$ cat src/rtl/bound_pkg.sv
// Shared definitions for the bound stage: config modes and saturation limits.
package bound_pkg;

    typedef enum logic [1:0] {
        MODE_SAT        = 2'b00,
        MODE_RELU       = 2'b01,
        MODE_SHIFT      = 2'b10,
        MODE_RELU_SHIFT = 2'b11
    } bound_mode_e;

    // Default output width and the working width used for clipping.
    localparam int DEF_D_BW = 8;
    localparam int CLIP_W   = 64;

    // Largest value representable in a bw-bit signed word.
    function automatic logic signed [CLIP_W-1:0] d_max(input int unsigned bw);
        logic signed [CLIP_W-1:0] one;
        one = 64'sd1;
        return (one <<< (bw - 1)) - 64'sd1;
    endfunction

    // Smallest value representable in a bw-bit signed word.
    function automatic logic signed [CLIP_W-1:0] d_min(input int unsigned bw);
        logic signed [CLIP_W-1:0] one;
        one = 64'sd1;
        return -(one <<< (bw - 1));
    endfunction

    // Clip a signed value into the bw-bit signed range.
    function automatic logic signed [CLIP_W-1:0] clip(input logic signed [CLIP_W-1:0] v,
                                                      input int unsigned bw);
        if (v > d_max(bw)) begin
            return d_max(bw);
        end else if (v < d_min(bw)) begin
            return d_min(bw);
        end else begin
            return v;
        end
    endfunction

endpackage

$ cat src/rtl/bound_lane.sv
// One channel of the bound stage: ReLU / rounding shift in stage 1,
// saturation to D_BW with a clip flag in stage 2.
module bound_lane
    import bound_pkg::*;
#(
    parameter int AB_BW = 21,
    parameter int D_BW  = DEF_D_BW,
    parameter int SH_BW = 5
) (
    input  logic                clk,
    input  logic                rst,
    input  logic                cap,
    input  logic                adv,
    input  logic                relu_en,
    input  logic                shift_en,
    input  logic [SH_BW-1:0]    shift,
    input  logic [AB_BW-1:0]    acc_bias,
    output logic [D_BW-1:0]     data,
    output logic                sat
);

    localparam int YW = AB_BW + 1;

    logic signed [YW-1:0]     x_ext;
    logic signed [YW-1:0]     r;
    logic signed [YW-1:0]     rnd;
    logic signed [YW-1:0]     sum;
    logic signed [YW-1:0]     y_next;
    logic signed [YW-1:0]     s1_y;
    logic signed [CLIP_W-1:0] wide;
    logic signed [CLIP_W-1:0] clipped;
    logic [D_BW-1:0]          data_next;
    logic                     sat_next;

    // Stage-1 arithmetic: optional ReLU, then round-half-up arithmetic shift.
    always_comb begin
        x_ext  = {acc_bias[AB_BW-1], acc_bias};
        r      = (relu_en && x_ext < 0) ? '0 : x_ext;
        rnd    = '0;
        sum    = r;
        y_next = r;
        if (shift_en && shift != '0) begin
            rnd    = YW'(1) << (shift - 1'b1);
            sum    = r + rnd;
            y_next = sum >>> shift;
        end
    end

    // Stage-1 register, captured only when a beat is accepted.
    always_ff @(posedge clk) begin
        if (rst) begin
            s1_y <= '0;
        end else if (cap) begin
            s1_y <= y_next;
        end
    end

    // Stage-2 arithmetic: saturate to the output range and flag any change.
    always_comb begin
        wide      = CLIP_W'(s1_y);
        clipped   = clip(wide, D_BW);
        data_next = clipped[D_BW-1:0];
        sat_next  = (clipped != wide);
    end

    // Stage-2 register, holds while the downstream stalls.
    always_ff @(posedge clk) begin
        if (rst) begin
            data <= '0;
            sat  <= 1'b0;
        end else if (adv) begin
            data <= data_next;
            sat  <= sat_next;
        end
    end

endmodule

$ cat src/rtl/bound_array.sv
// NUM_CH-lane bound stage with latched config, 2-stage valid/ready pipeline
// and a saturating count of clipped lane values.
module bound_array
    import bound_pkg::*;
#(
    parameter int NUM_CH = 3,
    parameter int AB_BW  = 21,
    parameter int D_BW   = DEF_D_BW,
    parameter int SH_BW  = 5,
    parameter int CNT_BW = 16
) (
    input  logic                     clk,
    input  logic                     rst,
    input  logic                     i_cfg_load,
    input  logic [1:0]               i_cfg_mode,
    input  logic [SH_BW-1:0]         i_cfg_shift,
    output logic                     o_cfg_err,
    input  logic                     i_valid,
    output logic                     o_ready,
    input  logic [NUM_CH*AB_BW-1:0]  i_acc_bias,
    output logic                     o_valid,
    input  logic                     i_ready,
    output logic [NUM_CH*D_BW-1:0]   o_bound_data,
    output logic [CNT_BW-1:0]        o_sat_cnt,
    output logic                     o_busy
);

    bound_mode_e        cfg_mode;
    logic [SH_BW-1:0]   cfg_shift;
    logic               relu_en;
    logic               shift_en;
    logic               s1_v;
    logic               s2_v;
    logic               adv1;
    logic               adv2;
    logic               accept;
    logic               deliver;
    logic               s2_load;
    logic               cfg_ok;
    logic [NUM_CH-1:0]  sat;
    logic [CNT_BW:0]    pop;
    logic [CNT_BW:0]    cnt_sum;

    // Handshake and config-acceptance decode.
    always_comb begin
        adv2     = !s2_v || i_ready;
        adv1     = !s1_v || adv2;
        o_ready  = adv1;
        accept   = i_valid && adv1;
        deliver  = s2_v && i_ready;
        s2_load  = adv2 && s1_v;
        o_valid  = s2_v;
        o_busy   = s1_v || s2_v;
        cfg_ok   = i_cfg_load && !o_busy && !accept;
        relu_en  = (cfg_mode == MODE_RELU) || (cfg_mode == MODE_RELU_SHIFT);
        shift_en = (cfg_mode == MODE_SHIFT) || (cfg_mode == MODE_RELU_SHIFT);
    end

    // Pipeline stage valids.
    always_ff @(posedge clk) begin
        if (rst) begin
            s1_v <= 1'b0;
            s2_v <= 1'b0;
        end else begin
            if (adv1) begin
                s1_v <= accept;
            end
            if (adv2) begin
                s2_v <= s1_v;
            end
        end
    end

    // Config registers; an oversize shift is clamped when loaded.
    always_ff @(posedge clk) begin
        if (rst) begin
            cfg_mode  <= MODE_SAT;
            cfg_shift <= '0;
            o_cfg_err <= 1'b0;
        end else begin
            o_cfg_err <= i_cfg_load && !cfg_ok;
            if (cfg_ok) begin
                cfg_mode <= bound_mode_e'(i_cfg_mode);
                if (32'(i_cfg_shift) >= 32'(AB_BW)) begin
                    cfg_shift <= SH_BW'(AB_BW - 1);
                end else begin
                    cfg_shift <= i_cfg_shift;
                end
            end
        end
    end

    // Popcount of the delivered beat's clip flags, added with saturation.
    always_comb begin
        pop = '0;
        for (int unsigned k = 0; k < NUM_CH; k++) begin
            pop = pop + {{CNT_BW{1'b0}}, sat[k]};
        end
        cnt_sum = {1'b0, o_sat_cnt} + pop;
    end

    // Saturation counter: cleared by an accepted config load.
    always_ff @(posedge clk) begin
        if (rst) begin
            o_sat_cnt <= '0;
        end else if (cfg_ok) begin
            o_sat_cnt <= '0;
        end else if (deliver) begin
            o_sat_cnt <= cnt_sum[CNT_BW] ? '1 : cnt_sum[CNT_BW-1:0];
        end
    end

    for (genvar g = 0; g < NUM_CH; g++) begin : g_lane
        bound_lane #(
            .AB_BW (AB_BW),
            .D_BW  (D_BW),
            .SH_BW (SH_BW)
        ) u_lane (
            .clk      (clk),
            .rst      (rst),
            .cap      (accept),
            .adv      (s2_load),
            .relu_en  (relu_en),
            .shift_en (shift_en),
            .shift    (cfg_shift),
            .acc_bias (i_acc_bias[g*AB_BW +: AB_BW]),
            .data     (o_bound_data[g*D_BW +: D_BW]),
            .sat      (sat[g])
        );
    end

endmodule

$ cat config.mk
export PLATFORM = sky130hd
export DESIGN_NAME = bound_array
export DESIGN_NICKNAME = d
export VERILOG_FILES = /design/src/rtl/bound_pkg.sv /design/src/rtl/bound_lane.sv /design/src/rtl/bound_array.sv
export SDC_FILE = /design/constraint.sdc
export NUM_CORES = 1
export LEC_CHECK = 0
export CAP_MARGIN = 20
export CORE_MARGIN = 1.5
export CORE_UTILIZATION = 45
export DETAILED_ROUTE_END_ITERATION = 12
export SETUP_SLACK_MARGIN = 0.5
export SLEW_MARGIN = 20
export SYNTH_ARGS = -nofsm -noshare
export SYNTH_HDL_FRONTEND = slang
export SYNTH_SLANG_ARGS = --single-unit
$ cat constraint.sdc
create_clock -name clk -period 15.44 [get_ports clk]
set_input_delay 3.088 -clock clk [delete_from_list [all_inputs] [get_ports clk]]
set_output_delay 3.088 -clock clk [all_outputs]
set_load 0.01 [all_outputs]
==> flow_summary.toml, run 1 <==
[worst_setup_path]
required_ns = 15.79
slowest_stage = "xor2_1"
path_cells = "clkdlybuf4s50_1, nand2_1, and2_1, ha_1, and3_1, nand4_1, a21oi_1, or3_1, nor2_1, o31a_1, xor2_1, o221ai_1, nor2_1, a211oi_1, a211oi_1"
rrSetupSlack_ns = 8.12
worstPathArrival_ns = 8.59
setup.worst_path.end_class = "flip-flop"
r2r_cells = 16
startpoint_type = "input pin"
reg2reg_from = "cfg_shift[2]$_SDFFE_PP0P_"
max_stage_delay_ns = 0.96
worstReg2RegEnd = "g_lane[0].u_lane.s1_y[6]$_SDFFE_PP0P_"
crit_path_max_fanout = 27
critPathKind = "input pin to flip-flop"

[clocking]
insertion_delay_ns = 0.44
clk_pin_slew_worst_paths_ns = 0.07
cts_buffer_depth = 2
post_cts_buffers = 0
cts_max_level = 4
cts_buffers = 17
cts_tree = "yes"
cts.sinks = 119
cts_resized = 0
cts_root_buffer = "clkbuf_16"
ctsHoldBuffers = 0

[drt]
drcViolationCount = 0
routedWlPerCell_um = 29.1
viasPerCell = 7.28
firstDrtPassIters = 6
routed_wl_mm = 74.2
num_vias = 18526
drt_first_iter_violations = 2677
antenna_left = 0

[global_routing]
grt_pass1_vias = 16990
grt_pass1_wl_mm = 109
grt_max_degree = 69
grt_usage_pct = 43.4
grt_overflow = 0
antenna_found_initial = 2

[timing]
whs_ns = 0.458
tns_ns = 0
finalSetupViolations = 0
tightest_slew_ns = 1.25
final_max_slew_viol_count = 0
worst_clock_skew_ns = 0.0200
fin_crit_ns = 8.23
max-slew-margin-rel_pct = 16.5
hold_violations = 0
rsz0062_at_grt = "no"
setup_ws_ns = 7.21
post-route-period-util_pct = 53.3
clock.fmax_mhz = 121

[pwr]
vdd_drop_max_v = 0.0000727
p_leak_uw = 0.00624
powerDensity_nw_per_um2 = 69.2

[yosys]
synth.area.top_cells = "dfxtp_1 (16%), a21oi_1 (6.3%), nand2_1 (5.9%), o21ai_0 (5.3%), ha_1 (4.8%)"
seq_area_frac_synth_pct = 16.3
yosysTopAreaCellShare_pct = 16.3
yosys.cell_count.top_type = "nand2_1"
ys_warn_count = 0
ys_dominant_reg_cell = "dfxtp_1"
yosysUniqueCellTypes = 93
async_flop_share_pct = 0
synth-edff-count = 0
synthCells = 2127
synth_seq_cells = 119
synth_nets = 2260
synthTopCellsByCount = "nand2_1 (228), a21oi_1 (184), nor2_1 (181)"
avgSynthCellArea_um2 = 6.87
netlist_area_um2 = 14600
synth_top_area_cell = "dfxtp_1"

[worst_hold_path]
hold_path_end = "g_lane[0].u_lane.data[7]$_SDFFE_PP0P_"
hp-start = "g_lane[0].u_lane.data[7]$_SDFFE_PP0P_"
hold_depth = 2
hp-class = "flip-flop to flip-flop"

[die]
die_area_um2 = 33600
rows = 65
start_util_pct = 46.1
core_um2 = 31700
num_io_pins = 119
die_h_um = 183
die_w_um = 183

[placement]
dpl.hpwl_mm = 54.0
place_area_um2 = 16000
port_buffers = 118
gp_congestion = 1.05
pre_cts_slack_ns = 6.93

[run]
drv_cap = 0

[final_layout]
area_growth_pct = 13.3
fin_area_um2 = 16600
drive_gt1_share_pct = 6.49
final_nets = 2263

[status]
status = "finished, final reports clean"
[how the worst max path moves through the flow]
stage,start,end,cells after the start
detailed placement,i_acc_bias[20],g_lane[0].u_lane.s1_y[6]$_SDFFE_PP0P_,15
CTS,i_acc_bias[20],g_lane[0].u_lane.s1_y[6]$_SDFFE_PP0P_,15
floorplan,i_acc_bias[41],g_lane[1].u_lane.s1_y[6]$_SDFFE_PP0P_,18
finish,i_acc_bias[20],g_lane[0].u_lane.s1_y[6]$_SDFFE_PP0P_,15
global placement,i_acc_bias[20],g_lane[0].u_lane.s1_y[6]$_SDFFE_PP0P_,15
global route,i_acc_bias[20],g_lane[0].u_lane.s1_y[6]$_SDFFE_PP0P_,15
[area by class of cell]
cell class	instances	area, um2
fillers	3196	15200
multi-input cells	1805	11500
flip-flops and latches	119	2390
repair buffers	160	1490
well taps	402	503
clock buffers	19	443
clock inverters	13	148
inverters	27	101
diodes	1	2.50
[metrics by stage]
| step | std cells | power (uW) | utilization [%] |
|---|---|---|---|
| 3_3_place_gp | 2513 | 722 | 50.3 |
| 6_report | 2546 | 1140 | 52.2 |
| 5_1_grt | 2545 | 1180 | 52.2 |
| 3_5_place_dp | 2513 | 723 | 50.3 |
| 2_1_floorplan | 2127 | 576 | - |
| 4_1_cts | 2545 | 1120 | 52.2 |
[cell families after synthesis]
family | count (synthesis) | share of synthesized area [%]
XOR/XNOR | 71 | 4.26
buffers and inverters | 203 | 5.39
adder cells (fa/ha/maj) | 58 | 5.07
AND/OR/NAND/NOR | 824 | 27.7
AO/OA/AOI/OAI | 793 | 36.8
multiplexers | 59 | 4.43
flip-flops | 119 | 16.3
[metal layers]
layer | part of all wire [%] | track usage [%] | up-vias
met5 | 0.018 | 0 | -
met4 | 8.1 | 31.1 | 2
met3 | 12 | 12.0 | 364
met2 | 43 | 66.7 | 1319
met1 | 37 | 52.2 | 8734
li1 | - | - | 8107
[cells in the final DEF, fill, tap and decap left out, drive strengths merged, types with 16 or more instances in the layout]
cell           Yosys  routed
a21oi            184     184
clkdlybuf4s50      0     117
a221oi            22      22
nor2             181     181
a211oi            56      56
clkbuf           154      19
o21a              29      29
o22ai             23      23
o211ai            34      34
nand4             36      36
xor2              24      24
xnor2             47      47
o2111ai           16      16
and3              31      31
buf               22      43
nand2            229     229
a21o              21      21
inv               26      29
and2              68      68
mux2i             45      45
nor3              71      71
nor4              24      24
o31ai             22      22
a31oi             37      37
nand3             83      83
ha                56      56
o21ai            158     158
nand2b            32      32
dfxtp            119     119
[critical path: cells and delay by family]
kind                       cells  cell delay, ns
AOI/OAI and AO/OA              5            1.59
and+or+nand+nor                7            1.93
adders and majority gates      1            0.45
xor gates and xnor gates       1            0.96
buffers and inverters          1            0.56
[registers in the layout (all words and copies together), names as in the netlist]
signal	cells
cfg_mode	2
cfg_shift	5
g_lane.u_lane.data	24
g_lane.u_lane.s1_y	66
g_lane.u_lane.sat	3
o_cfg_err	1
o_sat_cnt	16
o_valid	1
s1_v	1
[power by group]
| group | leakage, uW | internal (uW) | switching, uW |
|---|---|---|---|
| Sequential | 0.000981 | 327 | 21.3 |
| Clock | 0.000277 | 244 | 163 |
| Combinational | 0.00498 | 133 | 257 |
No activity file was read; power rests on OpenSTA's default activity.
==> run 2: changes to the inputs <==
clock period = 8.6 ns   (was 15.44 ns; I/O delays follow)
==> run 2 against run 1 <==
Against the previous run:
- die area did not move
- combinational power rose by 77%
- sequential share of layout area barely moved
- cell count rose by 0.27%
- utilization rose by 0.14 points
- sequential power rose by 82%
- first-iteration DRC count fell by 5.5%
- worst hold slack got worse by 0.0060 ns
- clock skew fell by 0.010 ns
- final area rose by 0.27%
- worst setup slack got worse by 5.4 ns
==> flow_summary.toml, run 2 (synthesis gave the netlist of run 1 again) <==
[drt]
routed_wl_mm = 73.2
drcViolationCount = 0
firstDrtPassIters = 8
antenna_left = 0
num_vias = 18379
viasPerCell = 7.20
drt_first_iter_violations = 2530
routedWlPerCell_um = 28.7

[pwr]
p_sw_uw = 792
p_leak_uw = 0.00628
switching_share_pct = 38.5
clockPowerShare_pct = 35.6
power.internal_uw = 1260
p_seq_share_pct = 30.8
power_frac_comb_pct = 33.7
powerDensity_nw_per_um2 = 124
vdd_drop_max_v = 0.000159

[final_layout]
area_growth_pct = 13.6
layout_common_cells = "nand2_1 (227), a21oi_1 (184), nor2_1 (180)"
largest_reg_flops = 66
drive_gt1_share_pct = 6.79
largestRegisters = "g_lane.u_lane.s1_y: 66 flops, g_lane.u_lane.data: 24 flops, o_sat_cnt: 16 flops"
stdcell_count = 2553
final_common_cell = "nand2_1"
top_register = "g_lane.u_lane.s1_y"
fill_cells = 3224
final_nets = 2269
seq_area_um2 = 2390
fin_area_um2 = 16600
multi_input_area_um2 = 11500

[global_routing]
grt_overflow = 0
grt_pass1_wl_mm = 108
grt_usage_pct = 43.0
antenna_found_initial = 1
grt_max_degree = 62
grt_pass1_vias = 17006

[placement]
dpl.hpwl_mm = 53.6
port_buffers = 118
place_area_um2 = 16000
gp_congestion = 1.04
dpl.cell_count = 2518

[die]
num_io_pins = 119
rows = 65
start_util_pct = 46.1
core_um2 = 31700
die_h_um = 183
die_area_um2 = 33600
die_w_um = 183

[timing]
fin_crit_ns = 6.78
final_max_slew_viol_count = 0
rsz0062_at_grt = "no"
worst_clock_skew_ns = 0.00966
post-route-period-util_pct = 78.8
hold_violations = 0
max-slew-margin-rel_pct = 23.4
tightest_slew_ns = 1.14
finalSetupViolations = 0
tns_ns = 0
clock.fmax_mhz = 148

[worst_setup_path]
worstPathArrival_ns = 7.10
required_ns = 8.92
max_stage_delay_ns = 0.92
slowest_stage = "nor2_1"
path_cells = "buf_4, inv_2, nand2_1, nor2_1, ha_1, o2111ai_1, a2111oi_0, o311ai_0, and2_1, a21oi_1, a211oi_1, a31oi_1, nand3_1, o2111ai_1, o21ai_0, a22o_1"
reg2reg_from = "cfg_shift[0]$_SDFFE_PP0P_"
crit_end = "g_lane[1].u_lane.s1_y[16]$_SDFFE_PP0P_"
setup.worst_path.end_class = "flip-flop"
r2r_cells = 16
critPathKind = "flip-flop to flip-flop"
startpoint_type = "flip-flop"
cp_common_cell = "o2111ai_1"
worstReg2RegEnd = "g_lane[1].u_lane.s1_y[16]$_SDFFE_PP0P_"
startpoint = "cfg_shift[0]$_SDFFE_PP0P_"
rrSetupSlack_ns = 1.82
crit_path_max_fanout = 33

[clocking]
cts_max_level = 4
cts_tree = "yes"
clk_pin_slew_worst_paths_ns = 0.07
cts.sinks = 119
post_cts_buffers = 0
cts_buffer_depth = 2
insertion_delay_ns = 0.43
cts_resized = 0
ctsHoldBuffers = 0
cts_root_buffer = "clkbuf_16"
cts_buffers = 17

[status]
status = "finished, final reports clean"

[worst_hold_path]
hp-class = "flip-flop to flip-flop"

[run]
drv_cap = 0
==> run 2: how the worst min path moves through the flow <==
stage                                          startpoint                               endpoint  slack [ns]  depth (start not counted)
floorplan                        cfg_mode[1]$_SDFFE_PP0P_               cfg_mode[1]$_SDFFE_PP0P_        0.45                          2
global placement    g_lane[0].u_lane.data[7]$_SDFFE_PP0P_  g_lane[0].u_lane.data[7]$_SDFFE_PP0P_        0.44                          2
detailed placement  g_lane[1].u_lane.data[7]$_SDFFE_PP0P_  g_lane[1].u_lane.data[7]$_SDFFE_PP0P_        0.45                          2
CTS                 g_lane[1].u_lane.data[7]$_SDFFE_PP0P_  g_lane[1].u_lane.data[7]$_SDFFE_PP0P_        0.45                          2
global route        g_lane[2].u_lane.data[7]$_SDFFE_PP0P_  g_lane[2].u_lane.data[7]$_SDFFE_PP0P_        0.49                          2
finish              g_lane[2].u_lane.data[7]$_SDFFE_PP0P_  g_lane[2].u_lane.data[7]$_SDFFE_PP0P_        0.45                          2
==> run 2: stage by stage <==
step                      total power [uW]  hold WS [ns]  util (%)  worst slack (ns)
final                                 2050         0.452      52.3              1.82
after global routing                  2120         0.490      52.3              1.54
after CTS                             2020         0.454      52.3              2.11
after detailed placement              1300         0.446      50.4              1.68
after global placement                1290         0.442      50.4              1.75
after floorplan                       1030         0.446         -              3.03
==> run 2: worst max-delay path, delay by kind of cell, from the launching register on <==
family | cells | cell delay [ns]
buffers and inverters | 2 | 0.86
adders and majority gates | 1 | 0.42
and+or+nand+nor | 4 | 2.06
DFF | 1 | 0.47
AOI/OAI and AO/OA | 9 | 2.84
==> run 2: area by class of cell <==
cell class | instances | share of cell area, %
antenna | 2 | 0.0302
timing repair buffer | 166 | 9.24
multi-input combinational | 1805 | 69.1
clock inverter | 14 | 0.912
clock buffer | 18 | 2.65
inverter | 27 | 0.611
sequential | 119 | 14.4
tap | 402 | 3.03
==> run 2: per-layer routing <==
metal  track usage, %  share of wire [%]  vias to the layer above  wire length (um)
met3             13.2                 12                      404              8850
li1                 -                  -                     8098                 -
met5                0                  0                        -                 0
met4             31.9                9.0                        0              6570
met1             51.8                 37                     8526             27300
met2             64.3                 42                     1351             30500
==> run 2: power by group through the flow <==
| stage | Combinational, uW | Sequential [uW] | Clock (uW) |
|---|---|---|---|
| after detailed placement | 657 | 639 | 0 |
| after floorplan | 411 | 623 | 0 |
| after global routing | 728 | 635 | 753 |
| after global placement | 656 | 639 | 0 |
| final | 692 | 632 | 730 |
| after CTS | 661 | 627 | 730 |
